`src/rtl/mem_access_ctrl_if.sv`:
```
// Request/response handshake plus data-memory port of the load/store controller.
// slave = controller side; master = pipeline/memory environment side.
interface mem_access_ctrl_if;
  logic        req_valid;
  logic        req_ready;
  logic        req_write;
  logic [1:0]  req_size;
  logic        req_unsigned;
  logic [31:0] req_addr;
  logic [31:0] req_wdata;
  logic        resp_valid;
  logic [31:0] resp_rdata;
  logic        resp_err;
  logic [31:0] address;
  logic [31:0] write_data;
  logic        mem_read;
  logic        mem_write;
  logic [31:0] mem_data_out;

  modport slave (
    input  req_valid, req_write, req_size, req_unsigned, req_addr, req_wdata, mem_data_out,
    output req_ready, resp_valid, resp_rdata, resp_err, address, write_data, mem_read, mem_write
  );

  modport master (
    output req_valid, req_write, req_size, req_unsigned, req_addr, req_wdata, mem_data_out,
    input  req_ready, resp_valid, resp_rdata, resp_err, address, write_data, mem_read, mem_write
  );
endinterface

```
`src/rtl/mem_access_ctrl.sv`:
```
// Byte/half/word load-store controller over a 256-word memory; latency err 1, load/word store 2, sub-word store 3.
// One request in flight: req_ready only in IDLE, so requests wait until the previous response has been given.
module mem_access_ctrl (
  input  logic              clk,
  input  logic              reset_n,
  mem_access_ctrl_if.slave  bus
);

  typedef enum logic [2:0] {IDLE, RD, RMW, WR, RESP} state_t;

  typedef struct packed {
    logic        write;
    logic [1:0]  size;
    logic        uns;
    logic [9:0]  addr;
    logic [31:0] wdata;
  } req_t;

  state_t      state, state_nxt;
  req_t        req_q;
  logic [31:0] old_q;
  logic [31:0] resp_rdata_q;
  logic        resp_err_q;
  logic        req_err;
  logic [7:0]  lane_b;
  logic [15:0] lane_h;
  logic [31:0] load_ext;
  logic [31:0] merged;
  logic        unused_addr_hi;

  // Only addr[9:2] selects a word in the 256-word memory.
  assign unused_addr_hi = ^bus.req_addr[31:10];

  always_comb begin
    case (bus.req_size)
      2'b00:   req_err = 1'b0;
      2'b01:   req_err = bus.req_addr[0];
      2'b10:   req_err = |bus.req_addr[1:0];
      default: req_err = 1'b1;
    endcase
  end

  always_comb begin
    case (req_q.addr[1:0])
      2'd0:    lane_b = bus.mem_data_out[7:0];
      2'd1:    lane_b = bus.mem_data_out[15:8];
      2'd2:    lane_b = bus.mem_data_out[23:16];
      default: lane_b = bus.mem_data_out[31:24];
    endcase
    lane_h = req_q.addr[1] ? bus.mem_data_out[31:16] : bus.mem_data_out[15:0];
    case (req_q.size)
      2'b00:   load_ext = {{24{~req_q.uns & lane_b[7]}}, lane_b};
      2'b01:   load_ext = {{16{~req_q.uns & lane_h[15]}}, lane_h};
      default: load_ext = bus.mem_data_out;
    endcase
  end

  always_comb begin
    merged = old_q;
    if (req_q.size == 2'b00) begin
      case (req_q.addr[1:0])
        2'd0:    merged[7:0]   = req_q.wdata[7:0];
        2'd1:    merged[15:8]  = req_q.wdata[7:0];
        2'd2:    merged[23:16] = req_q.wdata[7:0];
        default: merged[31:24] = req_q.wdata[7:0];
      endcase
    end else if (req_q.addr[1]) begin
      merged[31:16] = req_q.wdata[15:0];
    end else begin
      merged[15:0]  = req_q.wdata[15:0];
    end
  end

  always_ff @(posedge clk or negedge reset_n) begin
    if (!reset_n) state <= IDLE;
    else          state <= state_nxt;
  end

  always_comb begin
    state_nxt      = state;
    bus.req_ready  = 1'b0;
    bus.mem_read   = 1'b0;
    bus.mem_write  = 1'b0;
    bus.address    = 32'h0;
    bus.write_data = 32'h0;
    bus.resp_valid = 1'b0;
    bus.resp_rdata = resp_rdata_q;
    bus.resp_err   = resp_err_q;
    case (state)
      IDLE: begin
        bus.req_ready = 1'b1;
        if (bus.req_valid) begin
          if (req_err)                   state_nxt = RESP;
          else if (!bus.req_write)       state_nxt = RD;
          else if (bus.req_size == 2'b10) state_nxt = WR;
          else                           state_nxt = RMW;
        end
      end
      RD: begin
        bus.mem_read = 1'b1;
        bus.address  = {24'h0, req_q.addr[9:2]};
        state_nxt    = RESP;
      end
      RMW: begin
        bus.mem_read = 1'b1;
        bus.address  = {24'h0, req_q.addr[9:2]};
        state_nxt    = WR;
      end
      WR: begin
        bus.mem_write  = 1'b1;
        bus.address    = {24'h0, req_q.addr[9:2]};
        bus.write_data = (req_q.size == 2'b10) ? req_q.wdata : merged;
        state_nxt      = RESP;
      end
      RESP: begin
        bus.resp_valid = 1'b1;
        state_nxt      = IDLE;
      end
      default: state_nxt = IDLE;
    endcase
  end

  // Memory data is sampled on the edge leaving RD/RMW; memory drives it on the prior negedge.
  always_ff @(posedge clk or negedge reset_n) begin
    if (!reset_n) begin
      req_q        <= '0;
      old_q        <= '0;
      resp_rdata_q <= '0;
      resp_err_q   <= 1'b0;
    end else begin
      case (state)
        IDLE: begin
          if (bus.req_valid) begin
            req_q <= '{write: bus.req_write, size: bus.req_size, uns: bus.req_unsigned,
                       addr: bus.req_addr[9:0], wdata: bus.req_wdata};
            if (req_err) begin
              resp_rdata_q <= '0;
              resp_err_q   <= 1'b1;
            end
          end
        end
        RD: begin
          resp_rdata_q <= load_ext;
          resp_err_q   <= 1'b0;
        end
        RMW: old_q <= bus.mem_data_out;
        WR: begin
          resp_rdata_q <= '0;
          resp_err_q   <= 1'b0;
        end
        default: ;
      endcase
    end
  end

endmodule

```
`src/flat_wrapper.sv`:
```
// flat-port wrapper written by rule: the top's interface ports become plain ports
module mem_access_ctrl_flat 
  (clk, reset_n, bus_req_valid, bus_req_write, bus_req_size, bus_req_unsigned, bus_req_addr, bus_req_wdata, bus_mem_data_out, bus_req_ready, bus_resp_valid, bus_resp_rdata, bus_resp_err, bus_address, bus_write_data, bus_mem_read, bus_mem_write);
  mem_access_ctrl_if bus_i ();
  input  logic clk;
  input  logic reset_n;
  input wire logic [$bits(bus_i.req_valid)-1:0] bus_req_valid;
  input wire logic [$bits(bus_i.req_write)-1:0] bus_req_write;
  input wire logic [$bits(bus_i.req_size)-1:0] bus_req_size;
  input wire logic [$bits(bus_i.req_unsigned)-1:0] bus_req_unsigned;
  input wire logic [$bits(bus_i.req_addr)-1:0] bus_req_addr;
  input wire logic [$bits(bus_i.req_wdata)-1:0] bus_req_wdata;
  input wire logic [$bits(bus_i.mem_data_out)-1:0] bus_mem_data_out;
  output wire logic [$bits(bus_i.req_ready)-1:0] bus_req_ready;
  output wire logic [$bits(bus_i.resp_valid)-1:0] bus_resp_valid;
  output wire logic [$bits(bus_i.resp_rdata)-1:0] bus_resp_rdata;
  output wire logic [$bits(bus_i.resp_err)-1:0] bus_resp_err;
  output wire logic [$bits(bus_i.address)-1:0] bus_address;
  output wire logic [$bits(bus_i.write_data)-1:0] bus_write_data;
  output wire logic [$bits(bus_i.mem_read)-1:0] bus_mem_read;
  output wire logic [$bits(bus_i.mem_write)-1:0] bus_mem_write;
  assign bus_i.req_valid = bus_req_valid;
  assign bus_i.req_write = bus_req_write;
  assign bus_i.req_size = bus_req_size;
  assign bus_i.req_unsigned = bus_req_unsigned;
  assign bus_i.req_addr = bus_req_addr;
  assign bus_i.req_wdata = bus_req_wdata;
  assign bus_i.mem_data_out = bus_mem_data_out;
  assign bus_req_ready = bus_i.req_ready;
  assign bus_resp_valid = bus_i.resp_valid;
  assign bus_resp_rdata = bus_i.resp_rdata;
  assign bus_resp_err = bus_i.resp_err;
  assign bus_address = bus_i.address;
  assign bus_write_data = bus_i.write_data;
  assign bus_mem_read = bus_i.mem_read;
  assign bus_mem_write = bus_i.mem_write;
  mem_access_ctrl u_core (.clk(clk), .reset_n(reset_n), .bus(bus_i));
endmodule
```
`config.mk`:
```
export PLATFORM = sky130hd
export DESIGN_NAME = mem_access_ctrl_flat
export DESIGN_NICKNAME = d
export VERILOG_FILES = /design/src/rtl/mem_access_ctrl_if.sv /design/src/rtl/mem_access_ctrl.sv /design/src/flat_wrapper.sv
export SDC_FILE = /design/constraint.sdc
export NUM_CORES = 1
export LEC_CHECK = 0
export ABC_AREA = 0
export CAP_MARGIN = 20
export CORE_ASPECT_RATIO = 1.5
export CORE_MARGIN = 10
export CORE_UTILIZATION = 49
export DETAILED_ROUTE_END_ITERATION = 6
export PLACE_DENSITY = 0.95
export SLEW_MARGIN = 5
export SYNTH_ARGS = -nofsm -noshare
export SYNTH_HDL_FRONTEND = slang
export SYNTH_SLANG_ARGS = --single-unit
```
`constraint.sdc`:
```
create_clock -name clk -period 5.6 [get_ports clk]
set_clock_uncertainty 0.1 [all_clocks]
set_input_delay 1.12 -clock clk [delete_from_list [all_inputs] [get_ports clk]]
set_output_delay 1.12 -clock clk [all_outputs]
set_load 0.05 [all_outputs]
```
# ---- Yosys cells after proc, flatten, opt, wreduce, memory -nomap -nowiden
# Index checks and enable logic that the tools add are counted.
dict set report totals {
  in_bits 103
  regBits 113
  word_cells 66
  out_inout_bits 101
}
dict set report classes {
  reduce_logical 14
  n_mux 29
  n_eq_ne 12
  bitwise_logic 3
}
# cell count
set op_table {}
lappend op_table {{$mux 32} 5}
lappend op_table {{$pmux 32 s3} 1}
lappend op_table {{$pmux 32 s2} 1}
lappend op_table {{$mux 16} 3}
lappend op_table {{$mux 8} 5}
lappend op_table {{$pmux 8 s3} 1}
lappend op_table {{$mux 3} 3}
lappend op_table {{$pmux 3 s3} 1}
lappend op_table {{$mux 1} 7}
lappend op_table {{$eq 2x1->1 const B} 3}
lappend op_table {{$eq 2x2->1 const B} 3}
lappend op_table {{$eq 3x2->1 const B} 2}
lappend op_table {{$logic_not 2->1} 3}
lappend op_table {{$reduce_and 3->1} 2}
lappend op_table {{$reduce_or 2->1} 3}
lappend op_table {{$reduce_or 3->1} 2}
lappend op_table {{$eq 3x1->1 const B} 1}
lappend op_table {{$eq 3x3->1 const B} 1}
lappend op_table {{$logic_not 3->1} 1}
lappend op_table {{$pmux 1 s3} 1}
lappend op_table {{$reduce_bool 3->1} 1}
lappend op_table {{$and 1x1->1} 2}
lappend op_table {{$ne 2x1->1 const B} 1}
lappend op_table {{$ne 2x2->1 const B} 1}
lappend op_table {{other kinds (4)} 4}

# ---- Longest topological paths before layout
dict set report logic_depth {
  ltp_word 6
  depth_mapped 8
  ltp_nobuf 5
}

# ---- Worst setup path after synthesis
# No wires, ideal clock.
dict set report synth_path {
  path_kind {flip-flop to output port}
  start {register u_core.req_q[33] in the netlist's numbering}
  end {output bus_write_data[22]}
  arrival_ns 2.451
  setup_slack_ns 1.929
  n_path_buf 3
  t_required_ns 4.380
  path_stages_with_launch 6
  cell_sequence {dfrtp_1 > buf_2 > buf_2 > buf_2 > nand3_1 > a311oi_1}
}
dict set report synth_via {
  elab_chain_cells 5
  word_cells_on_any_way 6
  classes_between {eq/ne (1); mux (5)}
}
# item line
set synth_rtl {}
lappend synth_rtl {{start: declaration} mem_access_ctrl.sv:20} ;# req_t req_q;
lappend synth_rtl {{start signal: assignment} mem_access_ctrl.sv:134} ;# req_q <= '{write: bus.req_write, size: bus.req_size, uns: bus.req_unsigned,
lappend synth_rtl {{$eq 2x2->1} mem_access_ctrl.sv:61} ;# case (req_q.addr[1:0])
lappend synth_rtl {{$mux 8} mem_access_ctrl.sv:61}
lappend synth_rtl {{$mux 32 *} mem_access_ctrl.sv:60} ;# if (req_q.size == 2'b00) begin
lappend synth_rtl {{$mux 32 *} mem_access_ctrl.sv:112} ;# bus.write_data = (req_q.size == 2'b10) ? req_q.wdata : merged;
lappend synth_rtl {{$mux 32 *} mem_access_ctrl.sv:89} ;# case (state)
lappend synth_rtl {{end: declaration} flat_wrapper.sv:19} ;# output wire logic [$bits(bus_i.write_data)-1:0] bus_write_data;
# Mark *: on every way between the ends. The rest lies on a longest branch, timed or not.

# ---- Worst setup path after layout
dict set report layout_path {
  start {register u_core.state[2]}
  end {output bus_write_data[30]}
}
dict set report layout_via {
  elab_chain_cells 2
}
# item line
set layout_rtl {}
lappend layout_rtl {{start: declaration} mem_access_ctrl.sv:19} ;# state_t state, state_nxt;
lappend layout_rtl {{start signal: assignment} mem_access_ctrl.sv:76} ;# else state <= state_nxt;
lappend layout_rtl {{$eq 3x2->1} mem_access_ctrl.sv:89}
lappend layout_rtl {{$mux 32} mem_access_ctrl.sv:89}
# Every way passes these cells.

==> metrics.txt <==
Mean Syn Cell Area 11.1 µm²; sequential share of the synthesized area about half; largest net degree at the start of global routing 85; ANT nets after route 0; Final Slew Violations 0; CP max FO 19; via count approximately 5000; period utilization a little over four fifths; final hold viol count 0; gp weighted congestion 0.926; DR iter-0 viols ~450; Starting Density roughly half; DRC viols 0; min-delay src u_core.bus.resp_rdata[8]$_DFFE_PN0P_; CP arrival 3.52 ns; post-route minimum period ~4.7 ns; status finished, final reports clean; CTS resizes 0; die width between 100 and 150 µm; PwrDens 620 mW/mm²; Crit path largest cell delay roughly 0.84 ns; Fmax around 210 MHz; multi-input logic area 0.00261 mm²; Hold EP u_core.bus.resp_rdata[8]$_DFFE_PN0P_; Hold Path Class register to register; Crit Path Class register to primary output; Synth Cell Area approximately 0.0057 mm²; cts hold-fix bufs 0; clock sinks about 110; Clock Tree Root clkbuf_16; WHS Path Cells 2; R2R depth 4; Maximum Capacitance Violations 0; startpoint types register; Critical Path, Cell by Cell nor2b_1 -> nand2_1 -> clkinv_1 -> o221ai_1 -> a21oi_1 -> clkdlybuf4s50_1; die footprint between 0.015 and 0.02 mm²; antenna violations before repair 1; clock latency at the later pin of the worst-skew pair 0.41 ns; TritonCTS Buffers 17; worst-margin pin slew between 1 and 1.5 ns; commonest non-fill, non-tap cell in the layout clkdlybuf4s50_1; global-route wire length before repair about 30000 µm; Max Buffers Root-to-Sink 2; Yosys warning count 0; GRT Util Overall ~23%; dpl hpwl ~14000 µm; vias in the first global route about 5100; final setup fails 0; Sequential Area 0.00283 mm²; Die Y-Extent around 150 µm; layout cells sized above 1 18.6%; DRT Pass-1 Iters 5; DR vias/cell around 6.0; commonest cells after routing, fill and taps aside clkdlybuf4s50_1, dfrtp_1, mux2_2; relative slew slack ~27%; nets 766; CP endpoint kind primary output; Fin Setup TNS 0 ns; worst endpoint required time approximately 4.4 ns; routed wire length 19600 µm; drt wl/cell about 24 µm; Reg-to-Reg End u_core.bus.resp_rdata[21]$_DFFE_PN0P_; #FFs+latches synth 113; TritonCTS clock tree built; peak supply drop 0.340 mV; crit path from u_core.state[2]$_DFFE_PN0P_; reg-to-reg slack, setup 2.77 ns; H-tree levels 4; Row Count 48; unrepaired setup endpoints after global routing false; core footprint 0.0115 mm²; P&R area growth vs syn 38.8%; GRT overflow 0; FF-to-FF Start u_core.req_q[43]$_DFFE_PN0P_; Fillers between 700 and 800; # IOs ~200; overall power roughly 4.9 mW; Setup Fix Bufs, Post-CTS 0; Synth Instances around 510; Worst-path clk slew ~0.060 ns; port bufs 157; Netlist cell types 39; slowest CP cell clkdlybuf4s50_1; LEAKAGE roughly 3.3 nW
## metal layers
metal	vias to the layer above	track usage [%]	wire length, µm
met5	-	0	0
met4	0	13.2	942
met3	68	4.66	1640
met2	306	38.7	10100
met1	2434	25.9	6980
li1	2148	-	-
## area by class of cell
type                            count  share of cell area (%)
Antenna cell                        1                  0.0316
Clock buffer                       20                    5.89
Clock inverter                      9                    1.69
Inverter                            8                   0.379
Multi-Input combinational cell    358                    33.0
Sequential cell                   113                    35.7
Tap cell                          150                    2.37
Timing Repair Buffer              165                    21.0
## logic make-up (layout without fill, tap and decap cells)
| kind of cell | count (synthesis) | after routing | synth area share (%) |
|---|---|---|---|
| compound gates | 140 | 140 | 16.7 |
| buf+inv | 66 | 202 | 6.49 |
| flops | 113 | 113 | 49.5 |
| mux | 104 | 104 | 20.0 |
| other cells | 1 | 25 | 0.0657 |
| simple gates | 90 | 90 | 7.25 |
## where the power goes
group          leakage (nW)  internal (mW)  switching, mW  total (mW)
registers              1.39           1.19          0.368        1.55
logic                  1.62          0.916           1.34        2.25
clock network         0.294          0.727          0.380        1.11
total                  3.31           2.83           2.09        4.91
## worst max path at each step
| stage | endpoint | depth (start not counted) |
|---|---|---|
| 2_1_floorplan | bus_write_data[22] | 5 |
| 3_3_place_gp | bus_write_data[30] | 6 |
| 3_5_place_dp | bus_write_data[30] | 6 |
| 4_1_cts | bus_write_data[9] | 6 |
| 5_1_grt | bus_write_data[28] | 5 |
| 6_report | bus_write_data[30] | 6 |
## metrics by stage
| step | hold WS, ns | setup WS (ns) | std cells | utilization [%] | area (µm²) |
|---|---|---|---|---|---|
| 2_1_floorplan | 0.372 | 1.93 | 537 | - | 5800 |
| 3_3_place_gp | 0.366 | 1.47 | 791 | 63.3 | 7270 |
| 3_5_place_dp | 0.372 | 1.40 | 791 | 63.3 | 7270 |
| 4_1_cts | 0.384 | 0.926 | 820 | 68.6 | 7870 |
| 5_1_grt | 0.411 | 0.718 | 824 | 69.1 | 7920 |
| 6_report | 0.380 | 0.864 | 824 | 69.1 | 7920 |
## worst max-delay path, delay by kind of cell (launching register included)
| kind | cells | cell delay (ns) |
|---|---|---|
| AOI/OAI and AO/OA | 2 | 0.40 |
| and+or+nand+nor | 2 | 0.88 |
| buffers and inverters | 2 | 1.31 |
| DFF | 1 | 0.49 |
## sequential cells by signal, indices dropped and copies added, names as in the netlist
register / count
u_core.bus.resp_err: 1
u_core.bus.resp_rdata: 32
u_core.old_q: 32
u_core.req_q: 45
u_core.state: 3
## synthesized netlist by cell type, drive strengths merged
cell type    n  share of area, %
dfrtp      113                50
mux2        81                16
buf         42               4.9
o21ai       42               3.7
nand2       32               2.1
a21oi       30               2.6
nor2        27               1.8
mux2i       23               4.0
o221ai      20               3.1
a221o       16               2.8
clkbuf      16               1.1
o21a        11               1.4
and2        10               1.1
o22ai        9              0.99
inv          7              0.46
nor3         6              0.53
nand2b       5              0.55
nand3        4              0.35
a2bb2oi      2              0.31
a311oi       2              0.31
a31oi        2              0.22
nor2b        2              0.22
a2111oi      1              0.48
a21o         1              0.13
a22o         1              0.15
a32o         1              0.18
a41oi        1              0.15
clkinv       1             0.066
conb         1             0.066
nor3b        1              0.22
o21bai       1              0.13
or2          1              0.11
or3          1              0.11
or3b         1              0.15
(Power assumes the default switching activity.)
